File: config.mk
export PLATFORM = sky130hd
export DESIGN_NAME = serial_adder_rx
export DESIGN_NICKNAME = d
export VERILOG_FILES = /design/src/rtl/serial_adder_rx.sv
export SDC_FILE = /design/constraint.sdc
export NUM_CORES = 1
export LEC_CHECK = 0
export BUFFER_PORTS_ARGS = -buffer_cell sky130_fd_sc_hd__buf_2
export CAP_MARGIN = 20
export CORE_MARGIN = 2
export CORE_UTILIZATION = 54
export CTS_CLUSTER_SIZE = 24
export DETAILED_ROUTE_END_ITERATION = 6
export PLACE_DENSITY_LB_ADDON = 0.1
export SLEW_MARGIN = 25
export SYNTH_ARGS = -nofsm -noshare
export SYNTH_HDL_FRONTEND = slang
export SYNTH_SLANG_ARGS = --single-unit
File: constraint.sdc
create_clock -name clk -period 4.5 [get_ports clk]
set_clock_uncertainty 0.15 [all_clocks]
set_input_delay 1.125 -clock clk [delete_from_list [all_inputs] [get_ports clk]]
set_output_delay 1.125 -clock clk [all_outputs]
set_load 0.02 [all_outputs]
File: src/rtl/serial_adder_rx.sv
// Bit-serial full-adder receiver: accepts LSB-first operand bit pairs,
// assembles the WIDTH-bit sum and carry-out behind a valid/ready handshake.
module serial_adder_rx #(
   parameter int WIDTH = 8
) (
   input  logic             clk,
   input  logic             rst,
   input  logic             start,
   input  logic             in_valid,
   input  logic             a_bit,
   input  logic             b_bit,
   output logic             in_ready,
   output logic [WIDTH-1:0] sum_out,
   output logic             cout,
   output logic             out_valid,
   input  logic             out_ready,
   output logic             busy
);

   localparam int CW = (WIDTH > 1) ? $clog2(WIDTH) : 1;
   localparam logic [CW-1:0] LAST = CW'(WIDTH - 1);

   typedef enum logic [1:0] {
      IDLE,
      ACCUM,
      DONE
   } state_t;

   state_t           state, state_nxt;
   logic             carry, carry_nxt;
   logic [CW-1:0]    cnt, cnt_nxt;
   logic [WIDTH-1:0] shreg, shreg_nxt;
   logic [WIDTH-1:0] sum_nxt;
   logic             cout_nxt;
   logic             s_bit, c_bit;
   logic [WIDTH-1:0] shifted;

   assign s_bit   = a_bit ^ b_bit ^ carry;
   assign c_bit   = (a_bit & b_bit) | (carry & (a_bit ^ b_bit));
   assign shifted = {s_bit, shreg[WIDTH-1:1]};

   always_ff @(posedge clk) begin
      if (rst) begin
         state   <= IDLE;
         carry   <= 1'b0;
         cnt     <= '0;
         shreg   <= '0;
         sum_out <= '0;
         cout    <= 1'b0;
      end else begin
         state   <= state_nxt;
         carry   <= carry_nxt;
         cnt     <= cnt_nxt;
         shreg   <= shreg_nxt;
         sum_out <= sum_nxt;
         cout    <= cout_nxt;
      end
   end

   always_comb begin
      state_nxt = state;
      carry_nxt = carry;
      cnt_nxt   = cnt;
      shreg_nxt = shreg;
      sum_nxt   = sum_out;
      cout_nxt  = cout;
      in_ready  = 1'b0;
      out_valid = 1'b0;
      busy      = 1'b0;
      unique case (state)
         IDLE: begin
            if (start) begin
               state_nxt = ACCUM;
               carry_nxt = 1'b0;
               cnt_nxt   = '0;
               shreg_nxt = '0;
            end
         end
         ACCUM: begin
            in_ready = 1'b1;
            busy     = 1'b1;
            if (in_valid) begin
               carry_nxt = c_bit;
               shreg_nxt = shifted;
               cnt_nxt   = cnt + 1'b1;
               // Last bit: publish the word; count restarts for the next one
               if (cnt == LAST) begin
                  cnt_nxt   = '0;
                  sum_nxt   = shifted;
                  cout_nxt  = c_bit;
                  state_nxt = DONE;
               end
            end
         end
         DONE: begin
            out_valid = 1'b1;
            busy      = 1'b1;
            if (out_ready) state_nxt = IDLE;
         end
         default: state_nxt = IDLE;
      endcase
   end

endmodule

==> run summary, run 1 <==
The routed wirelength normalized by instance count was 12.1 um; the overall power after layout was 0.563 mW. In this run the deepest clock path goes through 2 buffers. Measured along the y axis, the die boundary spans 46.8 um. The worst register-to-register path begins at state[0].

Number of buffers inserted by port buffering: 18. The root buffer cell was clkbuf_4. The number of nets in the synthesized netlist is 114.

The flow ran to the end, and the final reports show no timing, DRC or antenna violations. The internal power of the cells totals 0.377 mW. The initial utilization of the core area, before any placement, comes to 57.3%.

The floorplan step defined a core boundary enclosing 0.00173 mm2. The number of synthesized register bits came out at 22. The fraction of power consumed by combinational cells was 35.0%; the worst setup margin was 1.87 ns. In this run the horizontal extent of the chip is 46.8 um. With fillers left out, the area of the finished cells amounts to 0.00114 mm2. The logs give 381 MHz for the highest attainable clock frequency and 0 for the count of hold-fix buffers inserted at cts. The number of setup violations in the final report was 0; the wire length of the first global-routing pass was 2830 um. Dividing the synthesized area by the synthesized cell count gives 10.0 um2. The routed via count divided by cell count was 5.28.

TritonCTS built the clock tree. The final hold violation count was 0; the share of power burned in the clock network was 26.7%. The library cells used most frequently in the layout, excluding fill and tap cells, are nand2_1 (23), dfxtp_1 (22), buf_2 (18). Minimum period implied by the final worst setup slack: 2.63 ns. The maximum fanout along the worst path is 10. Pre-CTS worst setup slack: 2.19 ns.

For the final routed database, the setup TNS stands at 0 ns. The tools report the worst path arrival time as 1.35 ns. The floorplan step defined a die boundary enclosing 0.00219 mm2. The total I/O pin count was 19; the count of different cell masters after synthesis was 28. The wire-length estimate of the detail-placed layout is 1310 um. The run gives 22 as the number of sinks handled by clock tree synthesis. The congestion estimate from routability-driven global placement came to 0.725. Max-cap violations in this run came to 0. The logs give 0.302 mV for the maximum ir drop on the vdd rail and 38.2% for the sequential group share of total power. In the routed design, unresolved DRC markers number 0.

Of the synthesized area, sequential elements account for 44.5%. Buffers added to address setup during post-CTS repair amount to 0. For this block, the routed nets add up to 1730 um of wire. The count of inserted antenna diode cells was 0; the number of buffers added by the clock tree synthesis step was 3. The run gives 18.4% as the overall global routing resource usage.

In this run, the number of DRC markers left after iteration 0 of detailed routing was 9. The leakage power of the design is 0.503 nW. The via count of the first global-routing pass was 646; the clock transition time at the flip-flop clock pins of the worst setup and hold paths was 0.12 ns.

The latest clock arrival within the worst-skew pair was 0.31 ns. The number of gates resized after CTS was 0. Max-slew violation count: 0. The mapped netlist covers 990 um2. The worst relative slew slack is 66.0%.

Global routing finished with a remaining overflow of 0. Leaving out fill and tap cells, the most frequent cell in the layout is nand2_1. The type of the worst setup path is register to output port.

The worst setup path is launched from a register. The analysis attributes to net switching a power of 0.186 mW. The share of final-layout standard cells stronger than drive strength 1 came out at 23.7%.

The worst hold path begins at sum_out[5]. The first detailed-routing pass took 4 iterations. Setup repair after global routing left no endpoint under its margin. The switching portion of total power was 33.0%. The min-delay analysis places its worst path in the category register to register. The tools report the count of synthesis-stage warnings from yosys as 0.

The maximum number of pins on one net before global-route repair is 14, and the ratio of final minimum period to clock period is 58.4%. Number of antenna violations at the first check in global routing: 0. The number of nets in the finished design was 134; the synthesized instance count was 99. Data required time of the worst path: 3.22 ns.

Dividing total power by cell area gives a power density of 493 mW/mm2. The number of H-tree levels is 1. The critical path starts at state[1]. At the pin with the least slew margin, the transition time is 0.508 ns. The total placed instance area was 0.00109 mm2; the area growth from synthesis to final layout was 15.6%. The row count is 15. The detailed router placed 755 vias in this run. The remaining antenna violation count was 0.

STA classifies the critical path endpoint as an output port.
## flip-flops by register name, indices dropped and copies added (netlist names)
signal and count:
carry 1, cnt 3, cout 1, shreg 7, state 2, sum_out 8
## cells in the mapped netlist
library cell  instances  area [um2]
nor3_1                1        5.00
nor3_2                1        10.0
a2111oi_4             1        27.5
o311a_1               1        10.0
or2_4                 1        8.76
nor2_1                1        3.75
inv_1                 4        15.0
nand2b_1              2        12.5
o31ai_1               1        7.51
and3_1                1        6.26
a21oi_1              10        50.1
and2b_4               1        10.0
a31oi_4               1        21.3
nor3b_1               1        7.51
nand3_1               1        5.00
nand4_1               1        6.26
fa_1                  1        20.0
nor2b_4               1        13.8
dfxtp_1              22         440
clkbuf_1              1        3.75
nand2_1              23        86.3
ha_1                  7        87.6
a22o_1                9        78.8
nor2b_1               1        6.26
a41o_1                1        10.0
buf_2                 1        5.00
buf_6                 1        11.3
mux2i_1               2        20.0
## power groups by stage
| stage | Clock, mW | Combinational [mW] | Sequential (mW) |
|---|---|---|---|
| after CTS | 0.154 | 0.201 | 0.215 |
| after floorplan | 0 | 0.172 | 0.217 |
| after global routing | 0.162 | 0.216 | 0.217 |
| after detailed placement | 0 | 0.201 | 0.220 |
| after global placement | 0 | 0.192 | 0.219 |
| final | 0.151 | 0.197 | 0.215 |
## per-layer routing
layer	GRT usage (%)	up-vias	wire length [um]
met1	23.5	352	783
met2	29.9	15	846
met4	8.33	0	29
met3	3.85	5	74
li1	-	383	-
met5	0	-	0
## layout make-up
cell class / instances / area [um2]
Inverter: 4 / 15.0
Fill cell: 167 / 583
Clock inverter: 1 / 30.0
Multi-Input combinational cell: 70 / 514
Sequential cell: 22 / 440
Clock buffer: 3 / 22.5
Tap cell: 25 / 31.3
Timing Repair Buffer: 18 / 90.1
## worst max-delay path: stages, from the launching register on
cell	delay, ns
dfxtp_1	0.35
inv_1	0.12
ha_1	0.35
buf_2	0.23
## cell families after synthesis
logic type / count (synthesis) / share of synthesized area (%)
AOI/OAI and AO/OA: 24 / 20.7
adders and majority gates: 8 / 10.9
buffers and inverters: 7 / 3.54
DFF: 22 / 44.5
muxes: 2 / 2.02
and+or+nand+nor: 36 / 18.3
## through the flow
| stage | utilization, % | cells | hold slack [ns] |
|---|---|---|---|
| 5_1_grt | 66.2 | 143 | 0.329 |
| 3_3_place_gp | 63.2 | 139 | 0.289 |
| 3_5_place_dp | 63.2 | 139 | 0.293 |
| 2_1_floorplan | - | 99 | 0.282 |
| 6_report | 66.2 | 143 | 0.309 |
| 4_1_cts | 66.2 | 143 | 0.311 |
## final timing paths
| kind | endpoint | slack [ns] | cells past startpoint |
|---|---|---|---|
| setup / recovery | in_ready | 1.87 | 3 |
| hold / removal | sum_out[5] | 0.31 | 2 |
| setup reg to reg | shreg[4] | 2.67 | 5 |
| hold reg to reg | sum_out[5] | 0.31 | 2 |
(Power assumes the default switching activity.)
==> inputs of run 2 (changes only) <==
Settings changed: ABC_AREA set to 1, CORE_UTILIZATION 54 to 48.
Clock period 4.5 ns to 2.24 ns, I/O delays scaled along.
==> run 2 against run 1 <==
Area after synthesis rose by 6.6%. Clock-buffer cell count is the same. Routed wire length grew 3.9%. Register-to-register slack got worse by 2.3 ns. Critical path type unchanged.
==> run summary, run 2 <==
Wire length of the first global-routing pass: 3170 um (+12%). The final hold violation count was 0 (unchanged). The iteration count of the initial detailed-routing pass came out at 2 (-2).

The top cell types in the final layout, fill and taps aside, are nand2_1 (25), dfxtp_1 (22), inv_1 (21). The initial cell density of the core came out at 52.2% (-5.2 points). The die width was 50.9 um (+8.7%); the ratio of final minimum period to clock period was 88.9%.

The worst relative slew slack is 61.4% (-4.6 points), and the number of antenna violations at the first check in global routing is 0 (unchanged). STA classifies the critical path startpoint as a register. The run gives 19 (unchanged) as the total I/O pin count. The via count of the first global-routing pass came out at 786 (+22%). Leakage power of the design: 0.529 nW (+5.2%). The multi-input logic area is 498 um2 (-3.2%), and the area of the core region is 0.00202 mm2 (+17%). Dominant cell type by area after synthesis: dfxtp_1.

The minimum hold slack was 0.301 ns (-0.00800 ns); the DRC violation count after routing was 0 (unchanged). The number of buffers added by the clock tree synthesis step was 3 (unchanged). The critical path is of the register to output port type. The run gives 1 (unchanged) as the number of H-tree levels. The die outline area was 0.00259 mm2 (+18%). The placed wire-length estimate is 1310 um (about the same). The tools report the number of maximum-capacitance violations as 0 (unchanged). The routed wirelength normalized by instance count was 10.3 um (-15%); the overall global routing resource usage was 16.3% (-2.1 points). The synthesized instance count is 130 (+31%). Sequential group share of total power: 37.2% (-1.0 points).

The number of flops mapped to enable cells by yosys was 0 (unchanged). The pre-CTS worst setup slack is 0.403 ns (-1.79 ns), and the maximum number of pins on one net before global-route repair is 19 (+5). The logs give 0 ns (unchanged) for the final sum of negative setup slack and 813 (+7.7%) for the total vias in the final route.

Sorting the synthesized cells by area gives the leading types as dfxtp_1 (42%), nand2_1 (8.9%), ha_1 (8.3%), a21oi_2 (7.5%), inv_1 (7.5%). The net count after synthesis came out at 145 (+27%). For the final global-route overflow total, the log shows 0 (unchanged). TritonCTS built the clock tree. In this run the worst hold path is classified as register to register.

The filler cell count in the final layout was 184 (+10%). The clock transition time at the flip-flop clock pins of the worst setup and hold paths is 0.13 ns (about the same), and the number of nets in the finished design is 164 (+22%). For the remaining antenna violation count, the log shows 0 (unchanged).

Most used flip-flop cell after synthesis: dfxtp_1. The maximum fanout along the worst path was 4 (-6); the share of power burned in the clock network was 24.7% (-2.0 points). The tools report the row count as 16 (+1). Setup repair after global routing left no endpoint under its margin.

The number of synthesized register bits was 22 (unchanged); the maximum number of buffers from clock root to sink was 2 (unchanged). The worst path arrival time was 1.28 ns (-0.07 ns). The maximum ir drop on the vdd rail is 0.603 mV (+100%). The root buffer cell is clkbuf_4. The share of synthesized registers carrying an async set or reset was 0% (unchanged).

The run gives 9 (unchanged) as the number of design-rule violations left by the first detailed-router iteration. The slew at the pin closest to its max-slew limit was 0.578 ns (+0.0702 ns); the count of different cell masters after synthesis was 17 (-39%). The overall power after layout was 1.23 mW (+120%); the part of the Yosys area used for sequential elements was 41.8% (-2.7 points).

Highest attainable clock frequency: 502 MHz. The share of final-layout standard cells stronger than drive strength 1 came out at 27.7% (+4.0 points). The global placement routability congestion was 0.792 (+9.1%).

The area growth from synthesis to final layout works out to 13.2%. The design internal power is 0.769 mW (+100%), and the count of hold-fix buffers inserted at cts is 0 (unchanged). The mean area per synthesized cell came out at 8.11 um2 (-19%). In the final layout, the registers with the most flip-flops are sum_out: 8 flops, shreg: 7 flops, cnt: 3 flops. The latest clock arrival within the worst-skew pair is 0.31 ns (about the same), and the die span in y is 50.9 um (+8.7%). The most numerous cell in the Yosys netlist was nand2_1. The area share of the largest cell type after synthesis was 41.8% (-2.7 points).

The number of flip-flops in the largest register was 8 (unchanged). The tools report the post-CTS setup buffer count as 0 (unchanged). The number of buffers inserted by port buffering is 18 (unchanged). The run finished with clean final reports.

The tools report the number of sinks handled by clock tree synthesis as 22 (unchanged). The power density over cell area was 1030 mW/mm2 (+110%); the number of setup violations in the final report was 0 (unchanged). The net switching power is 0.458 mW (+150%), and the max-slew violation count is 0 (unchanged). The post-cts repair resize count is 0 (unchanged), and the data required time of the worst path is 1.53 ns (-1.69 ns). The fraction of power consumed by combinational cells is 38.1% (+3.1 points), and the switching portion of total power is 37.4% (+4.4 points). STA classifies the critical path endpoint as an output port. Ranked by flip-flop count, first place goes to sum_out. The final routed wirelength across all metal layers came out at 1800 um (+3.9%). The count of inserted antenna diode cells is 0 (unchanged), and the minimum period implied by the final worst setup slack is 1.99 ns. Ranked by instance count, the synthesized netlist is headed by nand2_1 (25), dfxtp_1 (22), inv_1 (21), nor2_1 (11), a21oi_1 (10). Leading cell type in the layout, fill and taps excluded: nand2_1. For the worst setup margin, the log shows 0.249 ns (-1.62 ns).

The logs give 0.00105 mm2 (+6.6%) for the cell area after synthesis and 0 (unchanged) for the count of synthesis-stage warnings from yosys. The routed via count divided by cell count was 4.65 (-12%); the sequential cell area was 440 um2 (unchanged).
run 2: changes by cell type after synthesis, sizes merged, moves of 2 or more:
cell and change:
o21ai +9, nor2 +10, nor2b -2, buf +2
a21oi +9, nand2b -2, mux2i -2, inv +17
nor3 -2, a22o -9, nand2 +10
run 2: cells by family after synthesis:
logic type | Yosys count | synth area share [%]
compound gates | 28 | 16.5
buf+inv | 25 | 11.0
flops | 22 | 41.8
fa+ha+maj | 8 | 10.2
simple gates | 47 | 20.5
run 2: layout make-up:
class | instances | area share, %
multi-input cells | 83 | 41.7
flip-flops and latches | 22 | 36.9
repair buffers | 18 | 7.55
inverters | 21 | 6.60
well taps | 27 | 2.83
clock inverters | 1 | 2.52
clock buffers | 3 | 1.89
run 2: path summary, 6_finish.rpt:
kind / from / to / slack [ns] / depth (start not counted)
worst max-delay path: state[0] / busy / 0.25 / 3
worst min-delay path: sum_out[5] / sum_out[5] / 0.30 / 2
worst max register to register: state[1] / sum_out[6] / 0.40 / 5
worst min register to register: sum_out[5] / sum_out[5] / 0.30 / 2
run 2: power groups by stage:
stage | registers [mW] | logic [mW] | clock network, mW
after floorplan | 0.458 | 0.452 | 0
after global placement | 0.462 | 0.465 | 0
after detailed placement | 0.465 | 0.474 | 0
after CTS | 0.457 | 0.478 | 0.311
after global routing | 0.463 | 0.545 | 0.328
final | 0.456 | 0.467 | 0.304
run 2: layer usage:
| layer | share of wire, % | global-route usage, % | vias to the layer above | routed length (um) |
|---|---|---|---|---|
| li1 | - | - | 437 | - |
| met1 | 47 | 19.6 | 365 | 845 |
| met2 | 50 | 28.7 | 9 | 895 |
| met3 | 2.3 | 3.51 | 2 | 42 |
| met4 | 1.1 | 5.41 | 0 | 19 |
| met5 | 0 | 0 | - | 0 |
run 2: worst max-delay path, stage by stage (launching register included):
cell,delay [ns]
dfxtp_1,0.42
inv_1,0.10
ha_1,0.30
buf_2,0.16
run 2: stage by stage:
step / instance area [um2] / utilization [%] / cells
2_1_floorplan: 1050 / - / 130
3_3_place_gp: 1140 / 56.4 / 171
3_5_place_dp: 1140 / 56.4 / 171
4_1_cts: 1190 / 59.0 / 175
5_1_grt: 1190 / 59.0 / 175
6_report: 1190 / 59.0 / 175
==> inputs of run 3 (changes only) <==
Settings changed: BUFFER_PORTS_ARGS -buffer_cell sky130_fd_sc_hd__buf_2 to -buffer_cell sky130_fd_sc_hd__clkbuf_2, CORE_UTILIZATION 48 to 54.
Clock period 2.24 ns to 2.47 ns, I/O delays scaled along.
==> run 3 against run 2 <==
Setup slack improved by 0.19 ns. Global-route usage rose by 1.7 points. First-iteration DRC count rose by 22%. Via count fell by 0.49%. Clock-buffer cell count rose by 1. Design area fell by 1.6%. Clock power fell by 37%. Largest power group unchanged. Routed wire length fell by 7.0%.
==> run summary, run 3 (same netlist as run 2, synthesis figures left out) <==
The delay of the slowest cell on the worst path works out to 0.41 ns (about the same). Setup repair after global routing left no endpoint under its margin. The path category of the worst min-delay check is register to register. The remaining antenna violation count was 0 (unchanged).

For the final global-route overflow total, the log shows 0 (unchanged). For the DRC violation count after routing, the log shows 0 (unchanged). The sequential cell area is 440 um2 (unchanged), and the data required time of the worst path is 1.70 ns (+0.17 ns). The initial cell density of the core was 59.2% (+7.0 points); the number of nets in the finished design was 164 (unchanged). The post-route cell area was 0.00117 mm2 (-1.6%). The share of final-layout standard cells stronger than drive strength 1 was 27.7% (unchanged). Minimum period implied by the final worst setup slack: 2.03 ns. In the final layout, the registers with the most flip-flops are sum_out: 8 flops, shreg: 7 flops, cnt: 3 flops. The root buffer cell chosen for the clock tree is clkbuf_4. For the number of antenna violations at the first check in global routing, the log shows 0 (unchanged). The register ranked first by flip-flop count was sum_out. The maximum ir drop on the vdd rail came out at 0.635 mV (+5.2%). The count of inserted antenna diode cells came out at 0 (unchanged).

The maximum number of buffers from clock root to sink is 2 (unchanged), and the maximum number of pins on one net before global-route repair is 19 (unchanged). The max-slew violation count is 0 (unchanged). The count of hold-fix buffers inserted at cts is 0 (unchanged). Leakage power of the design: 0.514 nW (-2.9%).

The post-CTS setup buffer count was 0 (unchanged); the worst path arrival time was 1.26 ns (-0.02 ns). The area growth from synthesis to layout is 11.4%. The slew at the pin closest to its max-slew limit was 0.550 ns (-0.0275 ns); the filler cell count in the final layout was 159 (-14%).

The routed via count divided by cell count works out to 4.68 (+0.66%). For the worst relative slew slack, the log shows 63.2% (+1.8 points). The number of buffers added by the clock tree synthesis step was 3 (unchanged); the clock transition time at the flip-flop clock pins of the worst setup and hold paths was 0.11 ns (-0.02 ns). For the row count, the log shows 15 (-1). Final sum of negative setup slack: 0 ns (unchanged). Wire length of the first global-routing pass: 2840 um (-10%).

The launching element type of the critical path was a register. In the finished design, the share of the clock period the worst path needs comes to 82.2%. Leaving out fill and tap cells, the most frequent cell in the layout is nand2_1. The slowest library cell on the worst path was dfxtp_1. The maximum fanout along the worst path was 4 (unchanged); the iteration count of the initial detailed-routing pass was 4 (+2).

The number of sinks handled by clock tree synthesis is 22 (unchanged), and the utilization after layout is 65.9% (+6.9 points). Static timing analysis puts the maximum clock frequency at 493 MHz. The latest clock arrival within the worst-skew pair was 0.31 ns (about the same).

The run gives 718 (-8.7%) as the via count of the first global-routing pass. The flow ran to the end, and the final reports show no timing, DRC or antenna violations. In the layout the commonest cells are nand2_1 (25), dfxtp_1 (22), inv_1 (21).

The critical path is of the register to output port type. For the total I/O pin count, the log shows 19 (unchanged). The tools report the overall global routing resource usage as 17.9% (+1.7 points). The routed wirelength normalized by instance count is 9.68 um (-6.0%). TritonCTS built the clock tree. The placed wire-length estimate came out at 1300 um (-0.85%). The tools report the number of maximum-capacitance violations as 0 (unchanged).

The die width is 48.2 um (-5.3%), and the total vias in the final route is 809 (-0.49%). The logs give 0 (unchanged) for the final hold violation count and 1680 um (-7.0%) for the final routed wirelength across all metal layers. The minimum hold slack came out at 0.304 ns (+0.00372 ns). The critical path goes through inv_1, ha_1, clkbuf_2. The number of design-rule violations left by the first detailed-router iteration is 11 (+2). The number of buffers inserted by port buffering is 18 (unchanged).

The power density over cell area works out to 877 mW/mm2 (-15%). The tools report the kind of end point of the critical path as an output port. Post-cts repair resize count: 0 (unchanged). The number of setup violations in the final report is 0 (unchanged).

The pre-CTS worst setup slack is 0.663 ns (+0.259 ns). The number of H-tree levels is 1 (unchanged). The area of the core region came out at 0.00178 mm2 (-12%). The run gives 0.440 ns (+0.192 ns) as the worst setup margin. The multi-input logic area was 498 um2 (unchanged). The run gives 0.00232 mm2 (-10%) as the die outline area.

The number of flip-flops in the largest register was 8 (unchanged). The die span in y works out to 48.2 um (-5.3%). The total placed instance area is 0.00114 mm2 (-0.22%), and the global placement routability congestion is 0.812 (+2.5%).
==> run 3: final timing paths <==
kind	start	end	slack, ns	cells past startpoint
setup / recovery	state[0]	busy	0.44	3
hold / removal	sum_out[5]	sum_out[5]	0.30	2
setup reg to reg	state[1]	sum_out[6]	0.66	5
hold reg to reg	sum_out[5]	sum_out[5]	0.30	2
==> run 3: layout make-up <==
| cell class | count | area share (%) |
|---|---|---|
| repair buffers | 18 | 7.67 |
| inverters | 21 | 6.71 |
| multi-input cells | 83 | 42.4 |
| clock buffers | 4 | 3.09 |
| well taps | 25 | 2.66 |
| flip-flops and latches | 22 | 37.5 |
==> run 3: critical path, delay by kind of cell, from the launching register on <==
kind / cells / cell delay [ns]
fa+ha+maj: 1 / 0.29
buf+inv: 2 / 0.25
flops: 1 / 0.41
==> run 3: per-layer routing <==
| layer | track usage (%) | part of all wire, % |
|---|---|---|
| met1 | 20.6 | 46 |
| met2 | 29.5 | 48 |
| met3 | 6.67 | 3.8 |
| met4 | 8.11 | 1.9 |
| met5 | 0 | 0 |
==> run 3: metrics by stage <==
stage,total power [mW],cells
2_1_floorplan,0.825,130
3_3_place_gp,0.835,169
3_5_place_dp,0.853,169
4_1_cts,1.05,173
5_1_grt,1.12,173
6_report,1.03,173
==> run 3: power breakdown <==
group / internal, mW / switching [mW] / total (mW)
logic: 0.144 / 0.280 / 0.424
clock network: 0.0901 / 0.102 / 0.192
registers: 0.388 / 0.0267 / 0.414
total: 0.622 / 0.409 / 1.03
